[config.mk]
export PLATFORM = sky130hd
export DESIGN_NAME = rgb_ycc_convert_pipe
export DESIGN_NICKNAME = d
export VERILOG_FILES = /design/src/rtl/rgb_ycc_pkg.sv /design/src/rtl/ycc_channel_mac.sv /design/src/rtl/rgb_ycc_convert_pipe.sv
export SDC_FILE = /design/constraint.sdc
export NUM_CORES = 1
export LEC_CHECK = 0
export CAP_MARGIN = 25
export CORE_MARGIN = 4
export CORE_UTILIZATION = 48
export CTS_BUF_LIST = sky130_fd_sc_hd__clkbuf_8
export CTS_CLUSTER_SIZE = 14
export DETAILED_ROUTE_END_ITERATION = 7
export PLACE_DENSITY = 0.68
export SYNTH_ARGS = -nofsm -noshare
export SYNTH_HDL_FRONTEND = slang
export SYNTH_SLANG_ARGS = --single-unit
[constraint.sdc]
create_clock -name clk -period 10.95 [get_ports clk]
set_input_delay 2.19 -clock clk [delete_from_list [all_inputs] [get_ports clk]]
set_output_delay 2.19 -clock clk [all_outputs]
set_load 0.01 [all_outputs]
[src/rtl/rgb_ycc_pkg.sv]
// rtl/rgb_ycc_pkg.sv - mode/FSM enums and 8-bit-fraction conversion coefficients
package rgb_ycc_pkg;

  typedef enum logic [1:0] {
    MODE_RGB   = 2'd0,
    MODE_YPBPR = 2'd1,
    MODE_YCBCR = 2'd2
  } mode_e;

  typedef enum logic {
    STEADY  = 1'b0,
    PENDING = 1'b1
  } fsm_state_e;

  // Rows are output channels: 0 = G/Y, 1 = B/Pb/Cb, 2 = R/Pr/Cr. Columns are inputs R, G, B.
  // Passthrough uses unity gain (256 = 1.0) so it rides the same pipe as the converters.
  localparam int COEF_PASS  [3][3] = '{'{  0, 256,   0}, '{  0,   0, 256}, '{256,    0,   0}};
  localparam int COEF_YPBPR [3][3] = '{'{ 77, 150,  29}, '{-43, -85, 128}, '{128, -107, -21}};
  localparam int COEF_YCBCR [3][3] = '{'{ 66, 129,  25}, '{-38, -74, 112}, '{112,  -94, -18}};

  // Black level of limited-range Y, in 8-bit units.
  localparam int Y_OFFSET_8 = 16;

  // Coefficient at 8 fraction bits; mode 3 falls through to passthrough.
  function automatic int coef8(logic [1:0] mode, int row, int col);
    case (mode)
      MODE_YPBPR: return COEF_YPBPR[row][col];
      MODE_YCBCR: return COEF_YCBCR[row][col];
      default:    return COEF_PASS[row][col];
    endcase
  endfunction

endpackage

[src/rtl/ycc_channel_mac.sv]
// rtl/ycc_channel_mac.sv - one output channel: multiply, sum+offset+round, clamp
module ycc_channel_mac #(
  parameter int WIDTH  = 8,
  parameter int COEF_W = 8
) (
  input  logic                     clk,
  input  logic                     reset_n,
  input  logic                     ce,
  input  logic signed [COEF_W+1:0] coef_r_i,
  input  logic signed [COEF_W+1:0] coef_g_i,
  input  logic signed [COEF_W+1:0] coef_b_i,
  input  logic        [WIDTH:0]    offset_i,
  input  logic        [WIDTH-1:0]  red_i,
  input  logic        [WIDTH-1:0]  green_i,
  input  logic        [WIDTH-1:0]  blue_i,
  output logic        [WIDTH-1:0]  data_o
);

  localparam int SW = WIDTH + COEF_W + 2;
  localparam logic signed [SW-1:0] ROUND = SW'(2 ** (COEF_W - 1));

  logic signed [SW-1:0] prod_r_q, prod_g_q, prod_b_q;
  logic        [WIDTH:0] offset_q;
  logic signed [SW-1:0] sum_q;
  logic        [WIDTH-1:0] data_q;
  logic signed [SW-1:0] offset_scaled;
  logic signed [SW-1:0] shifted;
  logic        [WIDTH-1:0] clamp_d;

  function automatic logic signed [SW-1:0] ext_pix(logic [WIDTH-1:0] p);
    return $signed({{(SW - WIDTH){1'b0}}, p});
  endfunction

  function automatic logic signed [SW-1:0] ext_coef(logic signed [COEF_W+1:0] c);
    return $signed({{(SW - COEF_W - 2){c[COEF_W+1]}}, c});
  endfunction

  assign offset_scaled = $signed({{(COEF_W + 1){1'b0}}, offset_q}) <<< COEF_W;
  assign shifted       = sum_q >>> COEF_W;

  // Saturate the integer part to the unsigned output range.
  always_comb begin
    clamp_d = shifted[WIDTH-1:0];
    if (shifted[SW-1]) begin
      clamp_d = '0;
    end else if (|shifted[SW-2:WIDTH]) begin
      clamp_d = '1;
    end
  end

  // Three ce-qualified stages; offset travels with its products.
  always_ff @(posedge clk) begin
    if (!reset_n) begin
      prod_r_q <= '0;
      prod_g_q <= '0;
      prod_b_q <= '0;
      offset_q <= '0;
      sum_q    <= '0;
      data_q   <= '0;
    end else if (ce) begin
      prod_r_q <= ext_pix(red_i)   * ext_coef(coef_r_i);
      prod_g_q <= ext_pix(green_i) * ext_coef(coef_g_i);
      prod_b_q <= ext_pix(blue_i)  * ext_coef(coef_b_i);
      offset_q <= offset_i;
      sum_q    <= prod_r_q + prod_g_q + prod_b_q + offset_scaled + ROUND;
      data_q   <= clamp_d;
    end
  end

  assign data_o = data_q;

endmodule

[src/rtl/rgb_ycc_convert_pipe.sv]
// rtl/rgb_ycc_convert_pipe.sv - frame-switched RGB to YPbPr/YCbCr pipe with aligned syncs
module rgb_ycc_convert_pipe #(
  parameter int WIDTH        = 8,
  parameter int COEF_W       = 8,
  parameter int DEFAULT_MODE = 0
) (
  input  logic             clk,
  input  logic             reset_n,
  input  logic             ce,
  input  logic [1:0]       mode_in,
  input  logic [WIDTH-1:0] red_in,
  input  logic [WIDTH-1:0] green_in,
  input  logic [WIDTH-1:0] blue_in,
  input  logic             hs_in,
  input  logic             vs_in,
  input  logic             cs_in,
  input  logic             pixel_in,
  output logic [WIDTH-1:0] red_out,
  output logic [WIDTH-1:0] green_out,
  output logic [WIDTH-1:0] blue_out,
  output logic             hs_out,
  output logic             vs_out,
  output logic             cs_out,
  output logic             pixel_out,
  output logic [1:0]       mode_out
);

  import rgb_ycc_pkg::*;

  localparam int CW = COEF_W + 2;
  localparam logic [1:0]   DEF_MODE = DEFAULT_MODE[1:0];
  localparam logic [WIDTH:0] HALF   = (WIDTH + 1)'(1) << (WIDTH - 1);
  localparam logic [WIDTH:0] Y_OFF  = (WIDTH + 1)'(Y_OFFSET_8) << (WIDTH - 8);

  fsm_state_e state_q;
  logic [1:0] active_q, pending_q;
  logic       vs_prev_q;
  logic       vs_rise;
  logic [1:0] mode_d;
  logic [1:0] mode_s1_q, mode_s2_q, mode_s3_q;
  logic [3:0] sync_s1_q, sync_s2_q, sync_s3_q;
  logic [WIDTH-1:0] ch_data [3];

  function automatic logic signed [CW-1:0] coef_scaled(logic [1:0] m, int row, int col);
    return CW'(coef8(m, row, col) * (2 ** (COEF_W - 8)));
  endfunction

  function automatic logic [WIDTH:0] offset_of(logic [1:0] m, int row);
    if (m == MODE_YPBPR) return (row == 0) ? '0 : HALF;
    if (m == MODE_YCBCR) return (row == 0) ? Y_OFF : HALF;
    return '0;
  endfunction

  // The pixel arriving on the switching vsync edge already uses the new mode.
  assign vs_rise = vs_in & ~vs_prev_q;
  assign mode_d  = (state_q == PENDING && vs_rise) ? pending_q : active_q;

  // Mode request FSM: latch the latest request, apply it only on a vsync rise.
  always_ff @(posedge clk) begin
    if (!reset_n) begin
      state_q   <= STEADY;
      active_q  <= DEF_MODE;
      pending_q <= DEF_MODE;
      vs_prev_q <= 1'b0;
    end else if (ce) begin
      vs_prev_q <= vs_in;
      case (state_q)
        STEADY: begin
          if (mode_in != active_q) begin
            pending_q <= mode_in;
            state_q   <= PENDING;
          end
        end
        PENDING: begin
          if (vs_rise) begin
            active_q <= pending_q;
            state_q  <= STEADY;
          end else if (mode_in == active_q) begin
            state_q <= STEADY;
          end else begin
            pending_q <= mode_in;
          end
        end
        default: state_q <= STEADY;
      endcase
    end
  end

  // Mode tag and syncs ride alongside the data stages so nothing slips.
  always_ff @(posedge clk) begin
    if (!reset_n) begin
      mode_s1_q <= DEF_MODE;
      mode_s2_q <= DEF_MODE;
      mode_s3_q <= DEF_MODE;
      sync_s1_q <= '0;
      sync_s2_q <= '0;
      sync_s3_q <= '0;
    end else if (ce) begin
      mode_s1_q <= mode_d;
      mode_s2_q <= mode_s1_q;
      mode_s3_q <= mode_s2_q;
      sync_s1_q <= {hs_in, vs_in, cs_in, pixel_in};
      sync_s2_q <= sync_s1_q;
      sync_s3_q <= sync_s2_q;
    end
  end

  for (genvar ch = 0; ch < 3; ch++) begin : g_ch
    ycc_channel_mac #(.WIDTH(WIDTH), .COEF_W(COEF_W)) u_mac (
      .clk      (clk),
      .reset_n  (reset_n),
      .ce       (ce),
      .coef_r_i (coef_scaled(mode_d, ch, 0)),
      .coef_g_i (coef_scaled(mode_d, ch, 1)),
      .coef_b_i (coef_scaled(mode_d, ch, 2)),
      .offset_i (offset_of(mode_d, ch)),
      .red_i    (red_in),
      .green_i  (green_in),
      .blue_i   (blue_in),
      .data_o   (ch_data[ch])
    );
  end

  assign green_out = ch_data[0];
  assign blue_out  = ch_data[1];
  assign red_out   = ch_data[2];
  assign {hs_out, vs_out, cs_out, pixel_out} = sync_s3_q;
  assign mode_out  = mode_s3_q;

endmodule

==> summary.md, run 1 <==
| Metric | Value |
|---|---|
| Status | complete, no violations |
| Peak Freq | between 100 and 150 MHz |
| CP Cell Sequence | clkdlybuf4s50_1, nand3b_1, mux2i_1, inv_1, ha_1, buf_4, nor2b_1, fa_1, ha_1, ha_1, inv_1, fa_1, inv_1, ha_1, fa_1, a21o_1, a21oi_1, o21ai_0, and2_1, a211oi_1, xor2_1, o21ai_0 |
| Cts repair resizes | 0 |
| Core Box Area | roughly 0.050 mm^2 |
| Via density per instance | 5.24 |
| Fill count | between 4000 and 5000 |
| Critical path launch point type | input port |
| Final setup viols | 0 |
| # diodes | 0 |
| CTS root buf | clkbuf_8 |
| HPWL Detailed | 47.8 mm |
| Placed cell count | about 3400 |
| CP max FO | 52 |
| Min cycle time layout | 8.18 ns |
| H-tree depth | 2 |
| Cell Rows | 82 |
| CTS tree | yes |
| Top post-synthesis cells by area | ha_1 21%, fa_1 20%, dfxtp_1 18% |
| Arr. time, crit path | 8.64 ns |
| PwrDens | slightly above 80 mW/mm^2 |
| Fin Clk Skew | roughly 0.029 ns |
| Fin. Hold Viols | 0 |
| Final setup TNS | 0 ns |
| HP Class | flip-flop to flip-flop |
| DRC | 0 |
| Relative slew margins | roughly 42% |
| Worst Max-Slew Pin Slew | roughly 0.87 ns |
| Fin. max-slew vios | 0 |
| Peak supply drop | roughly 0.00008 V |
| Crit Path Category | input port to flip-flop |
| Num Clock Sinks | 219 |
| Die Ht | about 230 um |
| Static Leakage | 14.5 nW |
| Layout cell share with drive strength beyond 1 | under 10% |
| Worst skew pair latency | ~0.59 ns |
| Die Footprint | around 0.054 mm^2 |
| Initial antenna violation count | 1 |
| Yosys top cell by area | ha_1 |
| WL per Instance | 17.0 um |
| First-pass GRT wire length | 97.1 mm |
| Nets | between 3000 and 4000 |
| Post-synthesis cell area | roughly 0.024 mm^2 |
| CP max stage cell | nor2b_1 |
| Synthesized instance count | between 2000 and 3000 |
| Yosys reg bits | ~220 |
| Largest net degree at the start of global routing | between 70 and 80 |
| TritonRoute pass-1 iters | 5 |
| Critical path endpoint category | flip-flop |
| Avg Cell Area, Syn | between 8 and 9 um^2 |
| Die X | 233 um |
| Via Count | roughly 18000 |
| Longest Clk Path Bufs | 3 |
| Global route total overflow | 0 |
| Number of global-route vias before repair | 18900 |
| Drt total wl | about 59 mm |
| Sequential area share after synthesis | between 10% and 20% |
| Max-Cap Viols | 0 |
| RSZ-0062 raised after global routing | false |
| GRT Total Usage | between 20 and 25% |
| Yosys top cell area share | a little over a fifth |
| Clk slew on worst S/H paths | ~0.070 ns |
| Yosys cell types | 61 |
| Req. time, crit path | around 11 ns |
| Port Buf Inserts | between 60 and 70 |
| DRT iter0 DRCs | approximately 950 |
| Num CTS Buffers | 42 |
| Top FF cell, synth | dfxtp_1 |
| Number of synthesized flops with an enable pin | 0 |
| Final ANT Viol Nets | 0 |
| CP max stage delay | between 0.6 and 0.7 ns |
| Final Cycle Share | 74.7% |
| Asr flop ratio synth | 0% |
| IO Pins | 63 |
| Placer congestion estimate | roughly 0.93 |
| Hold buffers post-CTS | 0 |
| Setup bufs post-CTS | 0 |
| CP dominant cell by count | ha_1 |
| Starting Density | between 40 and 50% |
| Non-filler cells, final | 3473 |
| Syn. warnings | 0 |
| Syn-to-layout area delta | 8.60% |
==> per-layer routing <==
layer / wire length [um] / part of all wire, % / track usage [%]
met1: 27100 / 46 / 30.2
met2: 27200 / 46 / 37.1
met3: 2760 / 4.7 / 2.71
met4: 2090 / 3.5 / 7.79
met5: 0 / 0 / 0
==> path summary, 6_finish.rpt <==
path,end,slack [ns],startpoint,cells past startpoint
setup / recovery,g_ch[2].u_mac.prod_b_q[14],2.77,vs_in,22
hold reg to reg,g_ch[2].u_mac.sum_q[13],0.45,g_ch[2].u_mac.sum_q[13],2
hold / removal,g_ch[2].u_mac.sum_q[13],0.45,g_ch[2].u_mac.sum_q[13],2
setup reg to reg,g_ch[2].u_mac.prod_b_q[14],4.43,sync_s1_q[2],21
==> cells in the final DEF, fill, tap and decap left out, drive strengths merged, types with 29 or more instances in the layout <==
cell type / instances
inv: 500
ha: 412
fa: 249
nor2: 241
dfxtp: 219
nand2: 144
a21oi: 117
mux2i: 95
o21ai: 94
xnor2: 87
nor3: 72
clkdlybuf4s50: 61
xor2: 50
clkbuf: 48
and2: 45
a21o: 42
nand2b: 32
a211oi: 31
nand3: 29
==> state kept, by name, indices dropped and copies added (netlist names) <==
register	flops
g_ch.u_mac.prod_b_q	44
active_q	2
mode_s1_q	2
g_ch.u_mac.sum_q	30
g_ch.u_mac.offset_q	2
g_ch.u_mac.prod_r_q	44
mode_s2_q	2
g_ch.u_mac.prod_g_q	52
mode_out	2
sync_s1_q	4
g_ch.u_mac.data_o	24
sync_s3_q	4
pending_q	2
sync_s2_q	4
state_q	1
==> final cells by class <==
type | instances | area (um^2) | area share, %
clock inverters | 26 | 161 | 0.611
well taps | 672 | 841 | 3.18
multi-input cells | 1944 | 17800 | 67.4
inverters | 489 | 1840 | 6.96
clock buffers | 48 | 661 | 2.50
repair buffers | 75 | 727 | 2.75
flip-flops and latches | 219 | 4380 | 16.6
==> kinds of logic (layout without fill, tap and decap cells) <==
kind of cell	after synthesis	count (layout)	synth area share (%)
DFF	219	219	18.0
muxes	95	95	3.91
xor gates and xnor gates	137	137	4.93
buffers and inverters	575	638	8.87
adders and majority gates	661	661	41.7
AOI/OAI and AO/OA	386	386	10.0
other	2	6	0.0309
and+or+nand+nor	659	659	12.6
==> Yosys cell counts, types with 3 or more instances <==
library cell  instances
a211oi_1             31
a21boi_0              3
a21o_1               42
a21oi_1             116
a22o_1                4
a31oi_1              11
a32o_1                4
a41oi_1               4
and2_1               45
and3_1               14
buf_1                11
clkbuf_1             75
dfxtp_1             219
fa_1                249
ha_1                412
inv_1               489
mux2i_1              95
nand2_1             144
nand2b_1             32
nand3_1              29
nand3b_1              4
nand4_1               3
nor2_1              241
nor2b_1              23
nor3_1               71
nor4_1                4
o2111ai_1             4
o211ai_1              9
o21a_1               17
o21ai_0              89
o21ai_1               5
o21bai_1             13
o31a_1                4
o31ai_1              10
or2_2                14
or3_1                24
or3b_1                3
or4_1                 4
xnor2_1              87
xor2_1               50
==> power breakdown <==
group / internal (mW) / switching (mW) / leakage, nW / total (mW)
combinational: 0.215 / 0.299 / 12.3 / 0.513
sequential: 0.839 / 0.0398 / 1.78 / 0.879
clock: 0.428 / 0.377 / 0.460 / 0.805
total: 1.48 / 0.715 / 14.5 / 2.20
==> worst max-delay path, delay by kind of cell <==
family,cells,cell delay (ns)
AOI/OAI and AO/OA,5,1.10
xor gates and xnor gates,1,0.23
adders and majority gates,7,2.65
buffers and inverters,5,1.08
muxes,1,0.31
and+or+nand+nor,3,1.04
==> metrics by stage <==
step	hold slack, ns	util, %	setup slack, ns	total power [mW]	cell area [um^2]
final	0.454	52.7	2.77	2.20	26400
after global routing	0.475	52.7	2.44	2.33	26400
after CTS	0.461	52.7	2.82	2.23	26400
after detailed placement	0.445	51.0	2.21	1.41	25600
after global placement	0.439	51.0	2.35	1.39	25600
after floorplan	0.426	-	3.16	1.25	24400
Note: power is estimated with default switching activity, not from simulation.
==> run 2: changes to the inputs <==
Settings changed: PLACE_DENSITY 0.68 to 0.71.
Clock period 10.95 ns to 6.9 ns, I/O delays scaled along.
==> summary.md, run 2 (synthesis gave the netlist of run 1 again) <==
| Metric | Value |
|---|---|
| Status | complete, no violations |
| H-tree depth | 2 (unchanged) |
| Biggest register | g_ch.u_mac.prod_g_q |
| Critical path endpoint category | flip-flop |
| Nets | 3671 (+5.9%) |
| Worst path depth | 26 (+18%) |
| DRC | 0 (unchanged) |
| Largest net degree at the start of global routing | 97 (+33%) |
| Drt total wl | 61.4 mm (+3.8%) |
| Number of global-route vias before repair | 20300 (+7.2%) |
| Placer congestion estimate | 0.909 (-2.8%) |
| Cell Rows | 82 (unchanged) |
| Depth of the worst hold-timing path | 2 (unchanged) |
| WL per Instance | 16.7 um (-2.0%) |
| Area after DPL | 0.0272 mm^2 (+6.3%) |
| PwrDens | 131 mW/mm^2 (+57%) |
| Initial antenna violation count | 0 (-1) |
| Final Cycle Share | about 95% |
| Reg area | 0.00438 mm^2 (unchanged) |
| Commonest non-fill, non-tap cells in the layout | 496 x inv_1, 412 x ha_1, 248 x fa_1 |
| Commonest non-fill, non-tap cell in the layout | inv_1 |
| Final non-filler cell area | 0.0281 mm^2 (+6.3%) |
| Fin Clk Skew | 0.0412 ns (+0.0127 ns) |
| Die X | 233 um (unchanged) |
| Largest registers | g_ch.u_mac.prod_g_q x52, g_ch.u_mac.prod_b_q x44, g_ch.u_mac.prod_r_q x44 |
| Fin. max-slew vios | 0 (unchanged) |
| Post-Route Utilization | 56.0% (+3.3 points) |
| Largest register FFs | 52 (unchanged) |
| WP buf/inv | 8 (+3) |
| Syn-to-layout area delta | 15.4% |
| TritonRoute pass-1 iters | 5 (unchanged) |
| CP dominant cell by count | inv_1 |
| Critical path launch point type | input port |
| Reg2Reg Depth | 25 (+19%) |
| CTS tree | yes |
| Worst Max-Slew Pin Slew | 1.08 ns (+0.212 ns) |
| Longest Clk Path Bufs | 3 (unchanged) |
| Placed cell count | 3607 (+6.2%) |
| DRT iter0 DRCs | 837 (-12%) |
| HP Class | flip-flop to flip-flop |
| Min cycle time layout | 6.56 ns |
| Final setup viols | 0 (unchanged) |
| Reg2reg setup slack | 1.14 ns (-3.29 ns) |
| GRT Total Usage | 23.0% (+0.67 points) |
| Die Ht | 233 um (unchanged) |
| CP max FO | 5 (-90%) |
| Worst Setup SP | vs_in |
| Static Leakage | 15.6 nW (+7.4%) |
| Req. time, crit path | 7.35 ns (-4.06 ns) |
| Peak supply drop | 0.0000819 V (+1.5%) |
| Num CTS Buffers | 40 (-4.8%) |
| Non-filler cells, final | 3676 (+5.8%) |
| Core Box Area | 0.0502 mm^2 (unchanged) |
| Hold_ws | 0.453 ns (-0.00110 ns) |
| Arr. time, crit path | 7.01 ns (-1.63 ns) |
| Global routing usage on met3 | 3.29% (+0.59 points) |
| M1 GR Usage | 29.4% (-0.76 points) |
| Hold buffers post-CTS | 0 (unchanged) |
| RSZ-0062 raised after global routing | false |
| Final ANT Viol Nets | 0 (unchanged) |
| Layout cell share with drive strength beyond 1 | 10.2% (+6.6 points) |
| Reg-to-reg critical path endpoint | g_ch[1].u_mac.prod_r_q[16] |
| CTS root buf | clkbuf_8 |
| Worst skew pair latency | 0.63 ns (+0.04 ns) |
| First-pass GRT wire length | 101 mm (+4.0%) |
| Post-Place Worst Slack | -0.239 ns (-2.44 ns) |
| Max-Cap Viols | 0 (unchanged) |
| Peak Freq | ~150 MHz |
| Num Clock Sinks | 219 (unchanged) |
| CP max stage cell | fa_1 |
| IO Pins | 63 (unchanged) |
| Setup bufs post-CTS | 0 (unchanged) |
| Die Footprint | 0.0544 mm^2 (unchanged) |
| Port Buf Inserts | 62 (unchanged) |
| Min setup slack post-route | 0.335 ns (-2.44 ns) |
| Starting Density | 48.5% (unchanged) |
| Delay-heaviest family, CP | adder cells |
| Met2 usage | 39.7% (+2.5 points) |
| Relative slew margins | 28.1% (-14 points) |
| Via density per instance | 5.21 (-0.52%) |
| Clk slew on worst S/H paths | 0.06 ns (about the same) |
| CP max stage delay | 0.49 ns (-0.18 ns) |
| GRT busiest layer | met2 |
| Reg2reg start | sync_s1_q[2] |
| Global route total overflow | 0 (unchanged) |
| Fill count | 4450 (-3.6%) |
| Crit Path Category | input port to flip-flop |
| Fin. Hold Viols | 0 (unchanged) |
| Final setup TNS | 0 ns (unchanged) |
| CP endpoint | g_ch[1].u_mac.prod_r_q[16] |
| Via Count | 19200 (+5.3%) |
| Design Power | 3.68 mW (+67%) |
| HPWL Detailed | 50.6 mm (+5.9%) |
| Area of the multi-input gates | 0.0178 mm^2 (about the same) |
[run 2: how the worst min path moves through the flow]
stage / startpoint / end / slack, ns
6_report: g_ch[1].u_mac.sum_q[14] / g_ch[1].u_mac.sum_q[14] / 0.45
5_1_grt: g_ch[1].u_mac.sum_q[15] / g_ch[1].u_mac.sum_q[15] / 0.48
4_1_cts: g_ch[1].u_mac.sum_q[15] / g_ch[1].u_mac.sum_q[15] / 0.46
3_5_place_dp: g_ch[1].u_mac.sum_q[15] / g_ch[1].u_mac.sum_q[15] / 0.44
3_3_place_gp: g_ch[2].u_mac.sum_q[13] / g_ch[2].u_mac.sum_q[13] / 0.44
2_1_floorplan: g_ch[0].u_mac.sum_q[10] / g_ch[0].u_mac.sum_q[10] / 0.43
[run 2: final cells by class]
class | count | area share [%]
Inverter | 489 | 6.55
Antenna cell | 1 | 0.00891
Clock buffer | 46 | 2.25
Multi-Input combinational cell | 1944 | 63.5
Tap cell | 672 | 2.99
Timing Repair Buffer | 283 | 8.30
Sequential cell | 219 | 15.6
Clock inverter | 22 | 0.833
[run 2: report_power, final]
group          internal [mW]  switching [mW]
logic                  0.405           0.501
registers               1.33          0.0626
clock network          0.769           0.607
total                   2.51            1.17
[run 2: per-layer routing]
layer | part of all wire, % | vias to the layer above
li1 | - | 9420
met1 | 44 | 9226
met2 | 47 | 389
met3 | 4.6 | 126
met4 | 3.7 | 0
met5 | 0 | -
[run 2: worst reg2reg max path, cell delays in order, from the launching register on]
cell and delay [ns]:
dfxtp_1 0.37, nand3b_1 0.24, mux2i_1 0.29, buf_4 0.16, inv_1 0.04, ha_1 0.34
buf_4 0.23, nand2_1 0.08, inv_1 0.06, nor2_1 0.09, nor2_1 0.06, ha_1 0.19
or2_2 0.30, fa_1 0.48, inv_1 0.05, fa_1 0.49, fa_1 0.49, inv_1 0.04
ha_1 0.29, buf_4 0.14, a21oi_1 0.16, o21ai_0 0.14, and3_1 0.19, o31ai_2 0.28
xor2_1 0.26, o21ai_0 0.11
[run 2: repair_timing]
item / CTS / global route
hold endpoints to repair: 0 / 0
endpoints found under the setup margin: 0 / 1
resized for setup: 0 / 1
